[src/rtl/huc_psram_ctrl.sv]
// HuCard mapper channel to 16-bit asynchronous PSRAM: one fixed-length, wait-stated read or write per CPU strobe edge.
// Optional one-word read cache enabled by defining HUC_PSRAM_WCACHE_EN.
module huc_psram_ctrl #(
  parameter int T_RD = 4,
  parameter int T_WR = 3
) (
  input  logic        clk,
  input  logic        rst_n,
  input  logic [19:0] req_addr,
  input  logic [7:0]  req_dati,
  input  logic        req_ce,
  input  logic        req_ce2,
  input  logic        req_oe,
  input  logic        req_we,
  output logic [7:0]  req_dato,
  output logic        busy,
  output logic        ovr,
  output logic [18:0] mem_addr,
  output logic [15:0] mem_dq_o,
  output logic        mem_dq_oe,
  input  logic [15:0] mem_dq_i,
  output logic        mem_ce_n,
  output logic        mem_oe_n,
  output logic        mem_we_n,
  output logic        mem_ub_n,
  output logic        mem_lb_n
);

  typedef enum logic [1:0] {IDLE, RD, WR, RECOV} state_t;

  localparam logic [3:0] RD_LOAD = 4'(T_RD - 1);
  localparam logic [3:0] WR_LOAD = 4'(T_WR - 1);

  state_t      state, state_nxt;
  logic [3:0]  cnt, cnt_nxt;
  logic        ce2_q;
  logic        lsb_q, lsb_nxt;
  logic        start;
  logic        cache_hit;
  logic [15:0] hit_word;
  logic [18:0] addr_nxt;
  logic [15:0] dq_o_nxt;
  logic [7:0]  dato_nxt;
  logic        ce_n_nxt, oe_n_nxt, we_n_nxt, ub_n_nxt, lb_n_nxt;
  logic        dq_oe_nxt, busy_nxt, ovr_nxt;

  assign start = req_ce2 && !ce2_q && req_ce && (req_oe || req_we);

`ifdef HUC_PSRAM_WCACHE_EN
  logic        c_valid;
  logic [18:0] c_tag;
  logic [15:0] c_data;

  assign cache_hit = c_valid && (c_tag == req_addr[19:1]);
  assign hit_word  = c_data;

  // Filled by every completed PSRAM read; writes to the cached word patch the addressed byte.
  always_ff @(posedge clk or negedge rst_n) begin
    if (!rst_n) begin
      c_valid <= 1'b0;
      c_tag   <= '0;
      c_data  <= '0;
    end else if (state == RD && cnt == 4'd0) begin
      c_valid <= 1'b1;
      c_tag   <= mem_addr;
      c_data  <= mem_dq_i;
    end else if (state == IDLE && start && req_we && cache_hit) begin
      if (req_addr[0]) c_data[15:8] <= req_dati;
      else             c_data[7:0]  <= req_dati;
    end
  end
`else
  assign cache_hit = 1'b0;
  assign hit_word  = 16'h0000;
`endif

  always_ff @(posedge clk or negedge rst_n) begin
    if (!rst_n) begin
      state     <= IDLE;
      cnt       <= 4'd0;
      ce2_q     <= 1'b0;
      lsb_q     <= 1'b0;
      mem_addr  <= '0;
      mem_dq_o  <= '0;
      req_dato  <= 8'hFF;
      mem_ce_n  <= 1'b1;
      mem_oe_n  <= 1'b1;
      mem_we_n  <= 1'b1;
      mem_ub_n  <= 1'b1;
      mem_lb_n  <= 1'b1;
      mem_dq_oe <= 1'b0;
      busy      <= 1'b0;
      ovr       <= 1'b0;
    end else begin
      state     <= state_nxt;
      cnt       <= cnt_nxt;
      ce2_q     <= req_ce2;
      lsb_q     <= lsb_nxt;
      mem_addr  <= addr_nxt;
      mem_dq_o  <= dq_o_nxt;
      req_dato  <= dato_nxt;
      mem_ce_n  <= ce_n_nxt;
      mem_oe_n  <= oe_n_nxt;
      mem_we_n  <= we_n_nxt;
      mem_ub_n  <= ub_n_nxt;
      mem_lb_n  <= lb_n_nxt;
      mem_dq_oe <= dq_oe_nxt;
      busy      <= busy_nxt;
      ovr       <= ovr_nxt;
    end
  end

  // Next-state and next-output values; strobes default to inactive so RECOV and IDLE need no explicit drive.
  always_comb begin
    state_nxt = state;
    cnt_nxt   = cnt;
    lsb_nxt   = lsb_q;
    addr_nxt  = mem_addr;
    dq_o_nxt  = mem_dq_o;
    dato_nxt  = req_dato;
    ce_n_nxt  = 1'b1;
    oe_n_nxt  = 1'b1;
    we_n_nxt  = 1'b1;
    ub_n_nxt  = 1'b1;
    lb_n_nxt  = 1'b1;
    dq_oe_nxt = 1'b0;
    ovr_nxt   = start && (state != IDLE);

    case (state)
      IDLE: begin
        if (start) begin
          addr_nxt = req_addr[19:1];
          lsb_nxt  = req_addr[0];
          if (req_we) begin
            state_nxt = WR;
            cnt_nxt   = WR_LOAD;
            ce_n_nxt  = 1'b0;
            we_n_nxt  = 1'b0;
            dq_oe_nxt = 1'b1;
            dq_o_nxt  = {req_dati, req_dati};
            ub_n_nxt  = !req_addr[0];
            lb_n_nxt  = req_addr[0];
          end else if (cache_hit) begin
            dato_nxt = req_addr[0] ? hit_word[15:8] : hit_word[7:0];
          end else begin
            state_nxt = RD;
            cnt_nxt   = RD_LOAD;
            ce_n_nxt  = 1'b0;
            oe_n_nxt  = 1'b0;
            ub_n_nxt  = !req_addr[0];
            lb_n_nxt  = req_addr[0];
          end
        end
      end
      RD: begin
        if (cnt == 4'd0) begin
          state_nxt = RECOV;
          dato_nxt  = lsb_q ? mem_dq_i[15:8] : mem_dq_i[7:0];
        end else begin
          cnt_nxt  = cnt - 4'd1;
          ce_n_nxt = 1'b0;
          oe_n_nxt = 1'b0;
          ub_n_nxt = !lsb_q;
          lb_n_nxt = lsb_q;
        end
      end
      WR: begin
        // Data stays driven through RECOV so the PSRAM sees hold time after WE# rises.
        dq_oe_nxt = 1'b1;
        if (cnt == 4'd0) begin
          state_nxt = RECOV;
        end else begin
          cnt_nxt  = cnt - 4'd1;
          ce_n_nxt = 1'b0;
          we_n_nxt = 1'b0;
          ub_n_nxt = !lsb_q;
          lb_n_nxt = lsb_q;
        end
      end
      RECOV: begin
        state_nxt = IDLE;
      end
      default: begin
        state_nxt = IDLE;
      end
    endcase

    busy_nxt = (state_nxt != IDLE);
  end

endmodule

[config.mk]
export PLATFORM = sky130hd
export DESIGN_NAME = huc_psram_ctrl
export DESIGN_NICKNAME = d
export VERILOG_FILES = /design/src/rtl/huc_psram_ctrl.sv
export SDC_FILE = /design/constraint.sdc
export NUM_CORES = 1
export LEC_CHECK = 0
export CAP_MARGIN = 20
export CORE_AREA = 2 2 76 78
export CTS_BUF_LIST = sky130_fd_sc_hd__clkbuf_8
export DETAILED_ROUTE_END_ITERATION = 8
export DIE_AREA = 0 0 78 80
export GPL_TIMING_DRIVEN = 0
export PLACE_DENSITY = 0.86
export RECOVER_POWER = 100
export SETUP_SLACK_MARGIN = 0.05
export SYNTH_ARGS = -nofsm -noshare
export SYNTH_HDL_FRONTEND = slang
export SYNTH_SLANG_ARGS = --single-unit
[constraint.sdc]
create_clock -name clk -period 2 [get_ports clk]
set_input_delay 0.4 -clock clk [delete_from_list [all_inputs] [get_ports clk]]
set_output_delay 0.4 -clock clk [all_outputs]
set_load 0.03 [all_outputs]
-- Word level (Yosys, flattened, before mapping)
Index checks and enable logic that the tools add are counted.
Widths: inputs -> output; s select.
- register bits: 59
- latch bits: 0
- bits in writable memories: 0
- memory bits (read-only): 0
- output and inout bits: 51
- memories: 0
- $add $sub $neg: 1
- multiply operators: 0
- div/mod/pow operators: 0
- $lt $le $gt $ge: 0
- eq/ne operators: 5
- shift-type cells: 0
- mux-type cells: 26
- bitwise logic cells: 0
- reduce and logical (&&, ||, !) cells: 18
- operator list (cell ; number):
    $mux 1 ; 12
    $pmux 1 s2 ; 6
    $mux 4 ; 2
    $mux 8 ; 1
    $pmux 4 s2 ; 1
    $mux 2 ; 3
    $pmux 2 s3 ; 1
    $reduce_and 3->1 ; 2
    $reduce_bool 2->1 ; 3
    $eq 2x2->1 const B ; 2
    $logic_and 1x1->1 ; 4
    $logic_not 4->1 ; 1
    $ne 2x2->1 const B ; 2
    $reduce_and 2->1 ; 2
    $sub 4x1->4 const B ; 1
    $logic_not 1->1 ; 3
    $eq 2x1->1 const B ; 1
    $logic_not 2->1 ; 1
    $reduce_or 2->1 ; 1
    $logic_or 1x1->1 ; 1

-- Depth between registers and ports, before layout
- word-level depth: 7
- gate-level depth with buffers: 8
- depth with buffers taken out: 6

-- Worst setup path after synthesis
No wires, ideal clock.
- kind: flip-flop to flip-flop
- from: register state[0]
- to: register busy
- arrival time: 1.514 ns
- required time: 1.876 ns
- path slack: 0.361 ns
- stages on the path, launching flop included: 8
- clock period less this slack: 1.639 ns
- cell sequence: dfrtp_1 > inv_1 > ha_1 > clkbuf_1 > nor4b_1 > a31oi_1 > a211oi_1 > or2_1
- cells in the longest elaborated chain, start to end: 4
- elaborated cells on any way between the ends: 9
- ends and longest elaborated chain (item ; RTL line ; RTL):
    start: declaration ; 34 ; state_t state, state_nxt;
    start signal: assignment ; 95 ; state <= state_nxt;
    $eq 2x2->1 / $eq 2x1->1 (equally long branches) ; 129 ; case (state)
    $reduce_or 2->1 (no line) ; -- ;
    $pmux 2 s3 * ; 129 ;
    via state_nxt[1] ; 34 ;
    $reduce_bool 2->1 * ; 188 ; busy_nxt = (state_nxt != IDLE);
    via busy_nxt ; 45 ; logic dq_oe_nxt, busy_nxt, ovr_nxt;
    end signal: assignment ; 108 ; busy <= busy_nxt;
    end: declaration ; 16 ; output logic busy,
Mark *: on every way through the listed nets, which the timed path passes. The rest lies on a longest branch.
A chain may end at the register's enable or synchronous reset.

-- Final worst setup path
- from: register req_dato[7]
- to: output port req_dato[7]
- RTL lines (item ; RTL line ; RTL):
    start: declaration ; 15 ; output logic [7:0] req_dato,
    start signal: assignment ; 101 ; req_dato <= dato_nxt;
No word-level cell between the ends.

==> impl_metrics.toml <==
[hold_path]
holdCritPathClass = "primary input to async pin"

[yosys]
async_reset_ff_share_pct = 100
synthesis.area_um2 = 2260
synth_flop_cell = "dfrtp_1"
synth_xor_xnor_area_share_pct = 0
synth_top_family_by_area = "multiplexers"
synth-compound-area-share_pct = 8.97
yosys.area_share.adder_pct = 3.32
synthMuxAreaShare_pct = 17.0
synth-seq-cells = 51
synth_fp_nets = 228
synth_simple_gate_area_share_pct = 6.87
synthCells = 172
synth_cell_types = 39
ys_warn_count = 0
synth_seq_area_share_pct = 57.2
ys_top_cells_by_area = "dfrtp_1 42%, dfstp_2 15%, mux2_2 13%"
synth_top_cell_area_share_pct = 42.1
synth_edf_count = 0
synth.avg_cell_area_um2 = 13.1
synth_top_area_cell = "dfrtp_1"

[clocking]
clk_pin_slew_ns = 0.09
htreeDepth = 2
cts_num_sinks = 51
cts_buffer_depth = 2
clk-insertion-delay-late_ns = 0.30
postCtsHoldBufs = 0
cts_tree = "yes"
numCtsBuffers = 5
post_cts_buffers = 0
cts_root_buf = "clkbuf_8"

[sta]
max_freq_mhz = 524
hold_viol = 0
fin_skew_ns = 0.00626
finalWorstSetupSlack_ns = 0.0927
hold-worst-slack_ns = 0.400
setup_viol = 0
finalSetupTns_ns = 0
period_minus_slack_ns = 1.91
final-max-slew-violation-count = 0
relSlewSlack_pct = 7.70
worst_slew_pin_slew_ns = 1.38
rsz0062_at_grt = "false"
fin_crit_sh_pct = 95.4

[global_routing]
grt-ovfl-total = 0
grt_pass1_wl_mm = 7.72
grt_max_degree = 28
first_global_vias = 1701
groute.usage.overall_pct = 16.0
antenna_found_initial = 0

[floorplanning]
rows = 27
die-area_um2 = 6240
io_pins = 101
coreArea_um2 = 5410
die_w_um = 78
start_util_pct = 41.8
die_h_um = 80

[setup_path]
cp-startpoint = "req_dato[7]$_DFFE_PN1P_"
criticalPathCategory = "register to primary output"
cp-start-kind = "register"
worstPathCellList = "clkdlybuf4s50_1"
r2r-start = "cnt[0]$_DFFE_PN0P_"
crit_required_ns = 1.60
r2r.worst_path.cells = 8
rr_endpoint = "req_dato[7]$_DFFE_PN1P_"
crit_fanout = 2
crit_cells = 1
cp.arrival_ns = 1.51
reg2reg_slack_ns = 0.20
crit_buf_inv = 1
crit_family = "buffers and inverters"
max_stage_delay_ns = 0.67
endpoint_kind = "primary output"
slowest_stage = "clkdlybuf4s50_1"
cp-endpoint = "req_dato[7]"

[placed_design]
dp_cells = 345
dp_hpwl_mm = 3.79
globalplace.congestion = 0.749
place_ws_ns = -0.290
io_buffers = 100

[power]
power_leakage_nw = 1.49
power.density_nw_per_um2 = 1630
ir_drop_mv = 0.742

[run_status]
status = "finished, final reports clean"

[finish]
synthToLayoutAreaGrowth_pct = 50.6
n_antenna_cell = 0
layout.cells.most_common_list = "55 x clkdlybuf4s50_1, 38 x dfrtp_1, 36 x dlygate4sd3_1"
multi_input_area_um2 = 820
fill_cells = 462
final_core_util_pct = 62.9
instances_no_fill = 353
final_common_cell = "clkdlybuf4s50_1"
area.sequential_um2 = 1290
num-nets-final = 336
drive_gt1_share_pct = 24.6

[detailed_routing]
drtIter0Drc = 48
ant_nets = 0
routed_wl_mm = 4.93
detail_route.wl_per_cell_um = 14.0
drc = 0
firstDrtPassIters = 4
via_per_inst = 4.84
vias = 1709

[run]
cap_violations = 0
## report_power, final
| part | switching [W] | internal [W] |
|---|---|---|
| Clock | 0.000338 | 0.000247 |
| Combinational | 0.00182 | 0.00132 |
| Sequential | 0.000243 | 0.00159 |
| Total | 0.00240 | 0.00315 |
## flip-flops by register name, summed over array words and instances, names as in the netlist, 2 cells and up
| name | flops |
|---|---|
| state | 2 |
| mem_dq_o | 8 |
| req_dato | 8 |
| cnt | 4 |
| mem_addr | 19 |
## layout make-up
| class | count | share of cell area, % |
|---|---|---|
| sequential | 51 | 38.0 |
| timing repair buffer | 101 | 28.5 |
| multi-input combinational | 97 | 24.1 |
| buffer | 16 | 3.31 |
| tap | 72 | 2.65 |
| clock buffer | 5 | 2.02 |
| inverter | 8 | 0.883 |
| clock inverter | 3 | 0.552 |
## cells in the mapped netlist (2+ instances only)
cell type,number
nand3b_1,3
nand2_1,2
mux2i_1,8
a221o_1,2
o211ai_1,3
dfstp_2,13
o2bb2ai_1,2
buf_2,2
a21oi_1,10
buf_4,8
nand2b_1,3
nor3_1,2
dfrtp_1,38
nor2_1,9
clkbuf_1,3
o21ai_0,2
inv_1,8
mux2_2,27
clkbuf_8,2
ha_1,6
## per-layer routing
metal / routed length, um / GRT usage [%] / vias up
met2: 2560 / 28.8 / 64
met5: 0 / 0 / -
met1: 2000 / 18.4 / 830
met3: 333 / 4.19 / 4
met4: 42 / 5.26 / 0
li1: - / - / 811
## kinds of logic (layout without fill, tap and decap cells)
logic type,Yosys count,after routing
mux,35,35
flops,51,51
simple gates,28,28
fa+ha+maj,6,6
compound gates,28,28
buf+inv,24,133
## repair_timing
| item | CTS | global route |
|---|---|---|
| gates resized for setup | 1 | 12 |
| pin swaps | 0 | 0 |
| setup endpoints to repair | 8 | 21 |
## per-stage QoR
step / power [W] / cell area, um2
after global placement: 0.00515 / 3350
after CTS: 0.00585 / 3450
after detailed placement: 0.00525 / 3370
after floorplan: 0.00391 / 2260
after global routing: 0.00590 / 3400
final: 0.00556 / 3400
## worst min-delay path by stage
stage,start,endpoint
final,rst_n,cnt[3]$_DFFE_PN0P_
after global routing,rst_n,mem_addr[12]$_DFFE_PN0P_
after CTS,rst_n,mem_addr[18]$_DFFE_PN0P_
after detailed placement,rst_n,mem_addr[18]$_DFFE_PN0P_
after global placement,ce2_q$_DFF_PN0_,ovr$_DFF_PN0_
after floorplan,rst_n,busy$_DFF_PN0_
No activity file was read; power rests on OpenSTA's default activity.
